**src/rtl/uart_pkg.sv**
```systemverilog
`default_nettype none
// ============================================================================
// Module : uart_pkg
// Brief  : Shared UART types, defaults, word-length decode and parity helper.
// Rev    : 1.0
// ============================================================================
package uart_pkg;

    localparam int OVERSAMPLE_DEF = 16;
    localparam int MID_SAMPLE_DEF = OVERSAMPLE_DEF / 2 - 1;

    localparam logic [1:0] WLS_5 = 2'b00;
    localparam logic [1:0] WLS_6 = 2'b01;
    localparam logic [1:0] WLS_7 = 2'b10;
    localparam logic [1:0] WLS_8 = 2'b11;

    localparam logic [2:0] TX_IDLE   = 3'd0;
    localparam logic [2:0] TX_START  = 3'd1;
    localparam logic [2:0] TX_DATA   = 3'd2;
    localparam logic [2:0] TX_PARITY = 3'd3;
    localparam logic [2:0] TX_STOP   = 3'd4;

    typedef enum logic [2:0] {
        IDLE       = 3'd0,
        START      = 3'd1,
        DATA       = 3'd2,
        PARITY     = 3'd3,
        STOP       = 3'd4,
        BREAK_WAIT = 3'd5
    } uart_rx_state_t;

    // Index of the last data bit for a given word-length select.
    function automatic logic [2:0] wls_last_idx(input logic [1:0] wls);
        case (wls)
            WLS_5:   return 3'd4;
            WLS_6:   return 3'd5;
            WLS_7:   return 3'd6;
            default: return 3'd7;
        endcase
    endfunction

    // Unused upper data bits are zero, so reducing over all 8 bits is exact.
    function automatic logic parity_expected(input logic [7:0] data,
                                             input logic       sticky,
                                             input logic       eps);
        case ({sticky, eps})
            2'b00:   return ~^data;
            2'b01:   return ^data;
            2'b10:   return 1'b1;
            default: return 1'b0;
        endcase
    endfunction

endpackage : uart_pkg
`default_nettype wire

```
**src/rtl/uart_rx_sync.sv**
```systemverilog
`default_nettype none
// ============================================================================
// Module : uart_rx_sync
// Brief  : Two-flop synchronizer for the serial input, resets to idle-high.
// Rev    : 1.0
// ============================================================================
module uart_rx_sync (
    input  logic clk,
    input  logic rst_n,
    input  logic i_d,
    output logic o_q
);

    logic r_meta;
    logic r_sync;

    always_ff @(posedge clk or negedge rst_n) begin
        if (!rst_n) begin
            r_meta <= 1'b1;
            r_sync <= 1'b1;
        end else begin
            r_meta <= i_d;
            r_sync <= r_meta;
        end
    end

    assign o_q = r_sync;

endmodule : uart_rx_sync
`default_nettype wire

```
**src/rtl/uart_rx_top.sv**
```systemverilog
`default_nettype none
// ============================================================================
// Module : uart_rx_top
// Brief  : 16550-style UART receiver with parity, framing and break detect.
//          Define UART_RX_SYNC_EN to insert a 2-flop synchronizer on rx.
// Rev    : 1.0
// ============================================================================
module uart_rx_top
    import uart_pkg::*;
#(
    parameter int OVERSAMPLE = OVERSAMPLE_DEF,
    parameter int MID_SAMPLE = OVERSAMPLE / 2 - 1
) (
    input  logic       clk,
    input  logic       rst_n,
    input  logic       baud_pulse,
    input  logic       rx,
    input  logic       sticky_parity,
    input  logic       eps,
    input  logic       pen,
    input  logic [1:0] wls,
    output logic       push,
    output logic [7:0] dout,
    output logic       pe,
    output logic       fe,
    output logic       bi,
    output logic       rx_busy
);

    localparam int             CW         = $clog2(OVERSAMPLE);
    localparam logic [CW-1:0]  c_CNT_BIT  = CW'(OVERSAMPLE - 1);
    localparam logic [CW-1:0]  c_CNT_MID  = CW'(MID_SAMPLE);

    logic w_rx;

`ifdef UART_RX_SYNC_EN
    uart_rx_sync u_rx_sync (
        .clk   (clk),
        .rst_n (rst_n),
        .i_d   (rx),
        .o_q   (w_rx)
    );
`else
    assign w_rx = rx;
`endif

    uart_rx_state_t r_state, w_state_nxt;
    logic [CW-1:0]  r_cnt, w_cnt_nxt;
    logic [2:0]     r_idx, w_idx_nxt;
    logic [7:0]     r_data, w_data_nxt;
    logic           r_par, w_par_nxt;
    logic [1:0]     r_wls;
    logic           r_pen, r_eps, r_stick;
    logic           w_cfg_ld;
    logic           w_push;

    always_ff @(posedge clk or negedge rst_n) begin
        if (!rst_n) begin
            r_state <= IDLE;
            r_cnt   <= '0;
            r_idx   <= '0;
            r_data  <= '0;
            r_par   <= 1'b0;
            r_wls   <= '0;
            r_pen   <= 1'b0;
            r_eps   <= 1'b0;
            r_stick <= 1'b0;
            push    <= 1'b0;
            dout    <= '0;
            pe      <= 1'b0;
            fe      <= 1'b0;
            bi      <= 1'b0;
        end else begin
            r_state <= w_state_nxt;
            r_cnt   <= w_cnt_nxt;
            r_idx   <= w_idx_nxt;
            r_data  <= w_data_nxt;
            r_par   <= w_par_nxt;
            push    <= w_push;
            if (w_cfg_ld) begin
                r_wls   <= wls;
                r_pen   <= pen;
                r_eps   <= eps;
                r_stick <= sticky_parity;
            end
            if (w_push) begin
                dout <= r_data;
                pe   <= r_pen & (r_par != parity_expected(r_data, r_stick, r_eps));
                fe   <= ~w_rx;
                bi   <= (r_data == 8'h00) & (~r_pen | ~r_par) & ~w_rx;
            end
        end
    end

    always_comb begin
        w_state_nxt = r_state;
        w_cnt_nxt   = r_cnt;
        w_idx_nxt   = r_idx;
        w_data_nxt  = r_data;
        w_par_nxt   = r_par;
        w_cfg_ld    = 1'b0;
        w_push      = 1'b0;
        if (baud_pulse) begin
            case (r_state)
                IDLE: begin
                    if (!w_rx) begin
                        w_state_nxt = START;
                        w_cnt_nxt   = c_CNT_MID;
                        w_cfg_ld    = 1'b1;
                        w_data_nxt  = '0;
                        w_idx_nxt   = '0;
                        w_par_nxt   = 1'b0;
                    end
                end
                START: begin
                    if (r_cnt != '0) begin
                        w_cnt_nxt = r_cnt - 1'b1;
                    end else if (!w_rx) begin
                        w_state_nxt = DATA;
                        w_cnt_nxt   = c_CNT_BIT;
                    end else begin
                        w_state_nxt = IDLE;
                    end
                end
                DATA: begin
                    if (r_cnt != '0) begin
                        w_cnt_nxt = r_cnt - 1'b1;
                    end else begin
                        w_data_nxt[r_idx] = w_rx;
                        w_cnt_nxt         = c_CNT_BIT;
                        if (r_idx == wls_last_idx(r_wls)) begin
                            w_state_nxt = r_pen ? PARITY : STOP;
                        end else begin
                            w_idx_nxt = r_idx + 3'd1;
                        end
                    end
                end
                PARITY: begin
                    if (r_cnt != '0) begin
                        w_cnt_nxt = r_cnt - 1'b1;
                    end else begin
                        w_par_nxt   = w_rx;
                        w_cnt_nxt   = c_CNT_BIT;
                        w_state_nxt = STOP;
                    end
                end
                STOP: begin
                    if (r_cnt != '0) begin
                        w_cnt_nxt = r_cnt - 1'b1;
                    end else begin
                        w_push      = 1'b1;
                        w_state_nxt = w_rx ? IDLE : BREAK_WAIT;
                    end
                end
                // A held-low line must return high before a new start can be seen.
                BREAK_WAIT: begin
                    if (w_rx) begin
                        w_state_nxt = IDLE;
                    end
                end
                default: begin
                    w_state_nxt = IDLE;
                end
            endcase
        end
    end

    assign rx_busy = (r_state != IDLE);

endmodule : uart_rx_top
`default_nettype wire

```
**config.mk**
```make
export PLATFORM = sky130hd
export DESIGN_NAME = uart_rx_top
export DESIGN_NICKNAME = d
export VERILOG_FILES = /design/src/rtl/uart_pkg.sv /design/src/rtl/uart_rx_sync.sv /design/src/rtl/uart_rx_top.sv
export SDC_FILE = /design/constraint.sdc
export NUM_CORES = 1
export LEC_CHECK = 0
export BUFFER_PORTS_ARGS = -buffer_cell sky130_fd_sc_hd__buf_4
export CORE_MARGIN = 5
export CORE_UTILIZATION = 42
export DETAILED_ROUTE_END_ITERATION = 10
export SLEW_MARGIN = 40
export SYNTH_ARGS = -nofsm -noshare
export SYNTH_HDL_FRONTEND = slang
export SYNTH_SLANG_ARGS = --single-unit
```
**constraint.sdc**
```tcl
create_clock -name clk -period 2.55 [get_ports clk]
set_input_delay 0.1275 -clock clk [delete_from_list [all_inputs] [get_ports clk]]
set_output_delay 0.1275 -clock clk [all_outputs]
set_load 0.01 [all_outputs]
```
# == Word level (Yosys, flattened, before mapping) ==
# Index checks and enable logic that the tools add are counted.
# op_classes
n_addsub,2
order_cmp,2
eq_ne,21
muxes,42
n_bitwise,7
n_reduce_logical,18
# ops
cell,count
two-way mux 3 bit,15
two-way mux 4 bit,5
!= test 2 bit (second input constant),9
case mux 3 bit (6 select lines),1
two-way mux 8 bit,2
case mux 4 bit (4 select lines),1
case mux 8 bit (2 select lines),1
two-way mux 1 bit,10
AND reduction 5 bit,2
bitwise mux 8 bit,1
zero test 8 bit,1
AND reduction 4 bit,2
AND reduction 8 bit,1
nonzero test 4 bit,2
XNOR reduction 8 bit,1
XOR reduction 8 bit,1
== test 3 x 2 -> 1 bit (second input constant),2
== test 3 bit (second input constant),2
case mux 2 bit (3 select lines),1
case mux 3 bit (2 select lines),1
== test 2 x 1 -> 1 bit (second input constant),2
== test 2 bit (second input constant),2
zero test 2 bit,2
< comparator 3 x 4 -> 1 bit (second input constant),1
19 further kinds,24
# word_totals
register_bits,36
inputBits,9
out_inout_bits,13
word_cells,106

# == Depth between registers and ports, before layout ==
# Gate-level depths: netlist of run 1.
# depth
word_depth,9
mapped_depth,8
depth_no_buf,6

# == Least setup slack after synthesis of run 1 ==
# Ideal clock, no wire load.
# synth_path
path_kind,register to register
start,register r_cnt[0]
end,register r_idx[2]
setup_time_ps,146
t_arrival_ps,1918
path_slack_ps,486
stages_incl_launch_ff,9
path_buffers,2
synth_period_minus_slack_ps,2064
path_cell_list,dfrtp_1 inv_1 ha_1 or3b_1 buf_6 a2111o_1 buf_6 a41oi_4 a311oi_1
# synth_via
elab_chain_len,3
# synth_lines
element,line,rtl
from (decl),uart_rx_top.sv:48,"logic [CW-1:0] r_cnt, w_cnt_nxt;"
from (signal assigned),uart_rx_top.sv:75,r_cnt <= w_cnt_nxt;
nonzero test 4 bit,uart_rx_top.sv:126,if (r_cnt != '0) begin
!= test 2 bit (no source line),--,
AND reduction 5 bit (no source line),--,
to (signal assigned),uart_rx_top.sv:76,r_idx <= w_idx_nxt;
to (decl),uart_rx_top.sv:49,"logic [2:0] r_idx, w_idx_nxt;"
# Every way passes these cells.
# A chain may end at the register's enable or synchronous reset.

# == Final worst setup path of run 1 ==
# Ends and elaborated chain as after synthesis.

==> impl_metrics.tcl, run 1 <==
set metrics [dict create \
    status "complete, no violations" \
    initial_utilization 0.427 \
    hp-class "in2reg" \
    globalRouteMet2Util 0.230 \
    cts_post_setup_buffers_inserted 0 \
    core_area_mm2 0.00469 \
    cts_root_buf "clkbuf_8" \
    yosysWarnings 0 \
    cts_max_path_buffers 2 \
    wl_per_cell_um 14.6 \
    cts_buffers 5 \
    dieHeight_um 79.1 \
    cts_htree_levels 2 \
    ioPinCount 22 \
    antenna_violations_before_repair 0 \
    clk_pin_slew_worst_paths_ns 0.07 \
    row_count 25 \
    detail_route.first_pass.iterations 4 \
    period_utilization 0.826 \
    critPathArrivalTime_ns 2.25 \
    rr_worst_depth 6 \
    nFillCells 457 \
    cp-start-kind "register" \
    worst-setup-path-type "reg2reg" \
    p_total_uw 1860 \
    globalRouteMet3Util 0.0306 \
    peakVddDrop_v 0.000306 \
    rsz0062_at_grt "false" \
    postSynthRegisterBits 36 \
    leakage_uw 0.00100 \
    netlist_area_mm2 0.00201 \
    final_max_slew_viol_count 0 \
    period_needed_ns 2.11 \
    vias_in_the_first_global_route 1524 \
    finalWeightedCongestion 0.800 \
    worst_skew_pair_latency_ns 0.29 \
    cts_resized 0 \
    detail_route.drc_violations 0 \
    post_synth_inst_count 210 \
    power.density_cell_area_mw_per_mm2 807 \
    routed_wirelength_mm 4.19 \
    drive_above_1_share 0.210 \
    synth_seq_area_share 0.449 \
    synth_cell_type_count 46 \
    worstHoldEndpoint "r_wls[1]" \
    critical_path_required_ns 2.70 \
    cts_tree "built" \
    maximum_fanout_along_the_worst_path 10 \
    synthesis.nets 225 \
    avgViaCountPerCell 5.47 \
    final-setup-viol-count 0 \
    layout_common_cells "dfrtp_1, buf_4, o21ai_0" \
    worst_r2r_endpoint "r_idx[2]" \
    worst_slew_margin_rel 0.682 \
    antennaDiodeCount 0 \
    all_layer_gr_usage 0.148 \
    die_span_x_um 79.1 \
    max-cap-violations 0 \
    fin_setup_tns_ns 0 \
    timing_worst_slew_pin_value_ns 0.474 \
    routed-via-count 1570 \
    dr.first_iter.drc_count 73 \
    grt_first_pass_wirelength_mm 7.25 \
    layout_commonest_cell "dfrtp_1" \
    grt_max_degree 37 \
    top_usage_layer "met2" \
    area_growth_syn_to_layout_pct 15.1 \
    hp-start "wls[1]" \
    fp.dieArea_mm2 0.00626 \
    setup.worst_path.end_class "register" \
    timing.clock.skew_ns 0.00424 \
    crit-reg2reg-launch "r_cnt[0]" \
    avgSynthCellArea_um2 9.55 \
    hold_path_depth 2 \
    route.antenna.remaining_nets 0 \
    port_buffers 21 \
    layout.nets 247 \
    regToRegSetupSlack_ns 0.44 \
    report.final.hold_viol_count 0 \
    maxClockFrequency_ghz 0.475 \
    globalRouteMet1Util 0.200 \
    hpwl_mm 3.12 \
    grt_overflow_total 0 \
    clock_sinks 36 \
]
[worst max-delay path by stage]
stage / endpoint / slack [ns] / start / depth (start not counted)
global route: r_idx[2] / 0.30 / r_cnt[0] / 6
detailed placement: r_idx[2] / 0.43 / r_cnt[0] / 6
floorplan: r_idx[2] / 0.49 / r_cnt[0] / 8
global placement: r_idx[2] / 0.46 / r_cnt[0] / 6
finish: r_idx[2] / 0.44 / r_cnt[0] / 6
CTS: r_idx[2] / 0.41 / r_cnt[0] / 6
[power breakdown]
part	total, uW	switching (uW)	internal, uW
Clock	404	213	190
Sequential	802	132	670
Combinational	657	368	289
Total	1860	713	1150
[worst max-delay path, cell delays in order (launching register included)]
cell and delay [ns]:
dfrtp_1 0.41, inv_1 0.07, ha_1 0.18, or3b_1 0.38
a2111o_1 0.58, a41oi_4 0.24, a311oi_1 0.11
[cells in the mapped netlist (all sizes together)]
cell type   n  area share
nand3       7       0.017
a31oi       3      0.0094
o21a        3       0.011
a41oi       1       0.014
nor2        5      0.0094
nand2b      2      0.0062
or3         2      0.0062
nor3b       3       0.014
a211oi      1      0.0037
a311oi      1      0.0044
a2111oi     3       0.026
nand4       1      0.0031
a2bb2oi     1      0.0044
inv        20       0.037
xnor2       5       0.022
o41ai       2      0.0087
nand4b      1      0.0044
xor2        1      0.0044
nand2      18       0.034
or4         2      0.0075
nor2b       3      0.0094
a2111o      1      0.0056
o22ai       2      0.0062
nor3        6       0.017
ha          6       0.037
buf         5       0.019
o2bb2ai     1      0.0044
or3b        3       0.013
nor4        1      0.0031
a21oi      15       0.037
o31ai       5       0.019
nand3b      1      0.0037
clkbuf      9       0.017
mux2        6       0.034
o21ai      22       0.055
mux2i       1      0.0050
or2         1      0.0031
o211ai      4       0.015
dfrtp      36        0.45
[layout make-up]
type	instances	area [um2]	share of cell area
Clock buffer	5	68.8	0.0298
Clock inverter	3	18.8	0.00813
Inverter	20	75.1	0.0325
Multi-Input combinational cell	140	957	0.415
Sequential cell	36	901	0.390
Tap cell	54	67.6	0.0293
Timing Repair Buffer	29	220	0.0954
[per-stage QoR]
stage | instances | cell area, um2 | hold WS, ns | setup slack [ns] | utilization
2_1_floorplan | 210 | 2010 | -0.168 | 0.486 | -
3_3_place_gp | 278 | 2210 | 0.118 | 0.463 | 0.471
3_5_place_dp | 278 | 2210 | 0.114 | 0.431 | 0.471
4_1_cts | 287 | 2310 | 0.0552 | 0.412 | 0.492
5_1_grt | 287 | 2310 | 0.0506 | 0.305 | 0.492
6_report | 287 | 2310 | 0.0642 | 0.444 | 0.492
[logic make-up after synthesis]
family                   share of synthesized area
AO/OA/AOI/OAI                                0.223
XOR/XNOR                                    0.0262
adder cells (fa/ha/maj)                     0.0374
buffers and inverters                       0.0736
flip-flops                                   0.449
multiplexers                                0.0387
AND/OR/NAND/NOR                              0.152
[what timing repair did]
action	CTS	global route
endpoints found under the hold margin	36	0
setup endpoints to repair	0	0
hold buffers	1	0
[registers in the layout (all words and copies together) (netlist names)]
signal,flops
push,1
r_cnt,4
fe,1
r_state,3
r_stick,1
bi,1
r_pen,1
r_par,1
dout,8
r_eps,1
r_data,8
pe,1
r_idx,3
r_wls,2
[routing by layer]
| metal | wire (um) | vias up |
|---|---|---|
| li1 | - | 796 |
| met1 | 2030 | 730 |
| met2 | 1910 | 38 |
| met3 | 180 | 6 |
| met4 | 74 | 0 |
| met5 | 0 | - |
(Power assumes the default switching activity.)
==> run 2: changes to the inputs <==
==> constraint.sdc (replaced) <==
create_clock -name clk -period 2.2 [get_ports clk]
set_input_delay 0.11 -clock clk [delete_from_list [all_inputs] [get_ports clk]]
set_output_delay 0.11 -clock clk [all_outputs]
set_load 0.01 [all_outputs]
==> impl_metrics.tcl, run 2 (synthesis gave the netlist of run 1 again) <==
set metrics [dict create \
    status "complete, no violations" \
    fp.dieArea_mm2 0.00626 \
    maximum_fanout_along_the_worst_path 6 \
    detail_route.drc_violations 0 \
    wl_met1_mm 1.99 \
    vias_in_the_first_global_route 1535 \
    routed-via-count 1633 \
    setup.worst_path.end_class "register" \
    rr_worst_depth 7 \
    die_span_x_um 79.1 \
    critPathArrivalTime_ns 2.25 \
    rsz0062_at_grt "false" \
    core_area_mm2 0.00469 \
    maxClockFrequency_ghz 0.487 \
    cts_buffers 5 \
    critical-path-max-stage-delay_ns 0.41 \
    report.final.hold_viol_count 0 \
    critical_path.cell_chain "inv_1 > ha_1 > or3b_1 > buf_4 > a2111oi_4 > a21oi_1 > a311oi_1" \
    cts_tree "built" \
    timing_worst_slew_pin_value_ns 0.459 \
    cp-start-kind "register" \
    wl_per_cell_um 14.5 \
    hp-class "in2reg" \
    worst_slew_margin_rel 0.694 \
    initial_utilization 0.427 \
    cts_htree_levels 2 \
    hold_path_depth 2 \
    p_total_uw 2260 \
    leakage_uw 0.00103 \
    critical_path_required_ns 2.40 \
    post-route-cell-area_mm2 0.00235 \
    number_of_buffer_and_inverter_stages_on_the_critical_path 2 \
    all_layer_gr_usage 0.148 \
    grt_overflow_total 0 \
    cts_max_path_buffers 2 \
    highest-signal-layer "met4" \
    power.density_cell_area_mw_per_mm2 958 \
    antennaDiodeCount 0 \
    dr.first_iter.drc_count 64 \
    finalWeightedCongestion 0.850 \
    routed-wl-met2_mm 1.93 \
    timing.clock.skew_ns 0.00651 \
    clk_pin_slew_worst_paths_ns 0.08 \
    clock_sinks 36 \
    routed-wl-met3_um 265 \
    row_count 25 \
    avgViaCountPerCell 5.57 \
    routed_wirelength_mm 4.24 \
    peakVddDrop_v 0.000440 \
    max-cap-violations 0 \
    grt_max_degree 37 \
    drive_above_1_share 0.234 \
    port_buffers 21 \
    cts_root_buf "clkbuf_8" \
    fin_setup_tns_ns 0 \
    layout_common_cells "dfrtp_1, buf_4, o21ai_0" \
    critical_path.slowest_cell "dfrtp_1" \
    worst-setup-path-type "reg2reg" \
    antenna_violations_before_repair 0 \
    route.antenna.remaining_nets 0 \
    final-setup-viol-count 0 \
    detail_route.first_pass.iterations 4 \
    nFillCells 449 \
    period_needed_ns 2.05 \
    area_growth_syn_to_layout_pct 17.4 \
    post_dp_cell_area_mm2 0.00226 \
    layout.nets 253 \
    hpwl_mm 3.08 \
    total_stage_count_of_the_critical_path 7 \
    ioPinCount 22 \
    largest_registers "dout (8), r_data (8), r_cnt (4)" \
    layout_commonest_cell "dfrtp_1" \
    worst_skew_pair_latency_ns 0.29 \
    period_utilization 0.933 \
    dieHeight_um 79.1 \
    final_max_slew_viol_count 0 \
    grt_first_pass_wirelength_mm 7.25 \
    path_delay_family "compound AO/OA/AOI/OAI gates" \
]
run 2: what timing repair did:
| item | in CTS | in global routing |
|---|---|---|
| setup buffers | 0 | 0 |
| hold buffers | 1 | 0 |
| gates resized for setup | 0 | 1 |
| setup endpoints to repair | 0 | 4 |
| hold endpoints to repair | 36 | 0 |
run 2: worst reg2reg max path: stages (launching register included):
cell and delay [ns]:
dfrtp_1 0.41, inv_1 0.06, ha_1 0.18, or3b_1 0.38, buf_4 0.18, a2111oi_4 0.40
a21oi_1 0.12, a311oi_1 0.24
run 2: through the flow:
step	util	hold slack, ns	cells	setup slack (ns)
final	0.502	0.0451	293	0.148
after floorplan	-	-0.186	210	0.136
after global routing	0.502	0.0340	293	0.0178
after CTS	0.502	0.0353	293	0.0894
after detailed placement	0.481	0.0995	284	0.0987
after global placement	0.481	0.101	284	0.127
run 2: cell type report:
class                      instances  area [um2]  area share
timing repair buffer              35         265       0.113
sequential                        36         901       0.383
inverter                          20        75.1      0.0319
clock inverter                     3        18.8     0.00797
tap                               54        67.6      0.0287
multi-input combinational        140         958       0.407
clock buffer                       5        68.8      0.0292
run 2: worst paths after layout:
path	startpoint	end	slack [ns]
min in group asynchronous	rst_n	dout[6]	0.31
setup / recovery	r_cnt[0]	r_idx[2]	0.15
hold reg to reg	dout[4]	dout[4]	0.48
setup reg to reg	r_cnt[0]	r_idx[2]	0.15
max in group asynchronous	rst_n	r_data[7]	1.57
hold / removal	wls[0]	r_wls[0]	0.05
run 2: metal layers:
metal | up-vias | GRT usage
met1 | 770 | 0.197
met5 | - | 0
li1 | 803 | -
met2 | 52 | 0.232
met3 | 8 | 0.0397
met4 | 0 | 0.0515
run 2: where the power goes:
part / switching (uW) / total, uW / internal, uW
clock: 256 / 477 / 221
combinational: 446 / 853 / 407
sequential: 150 / 926 / 776
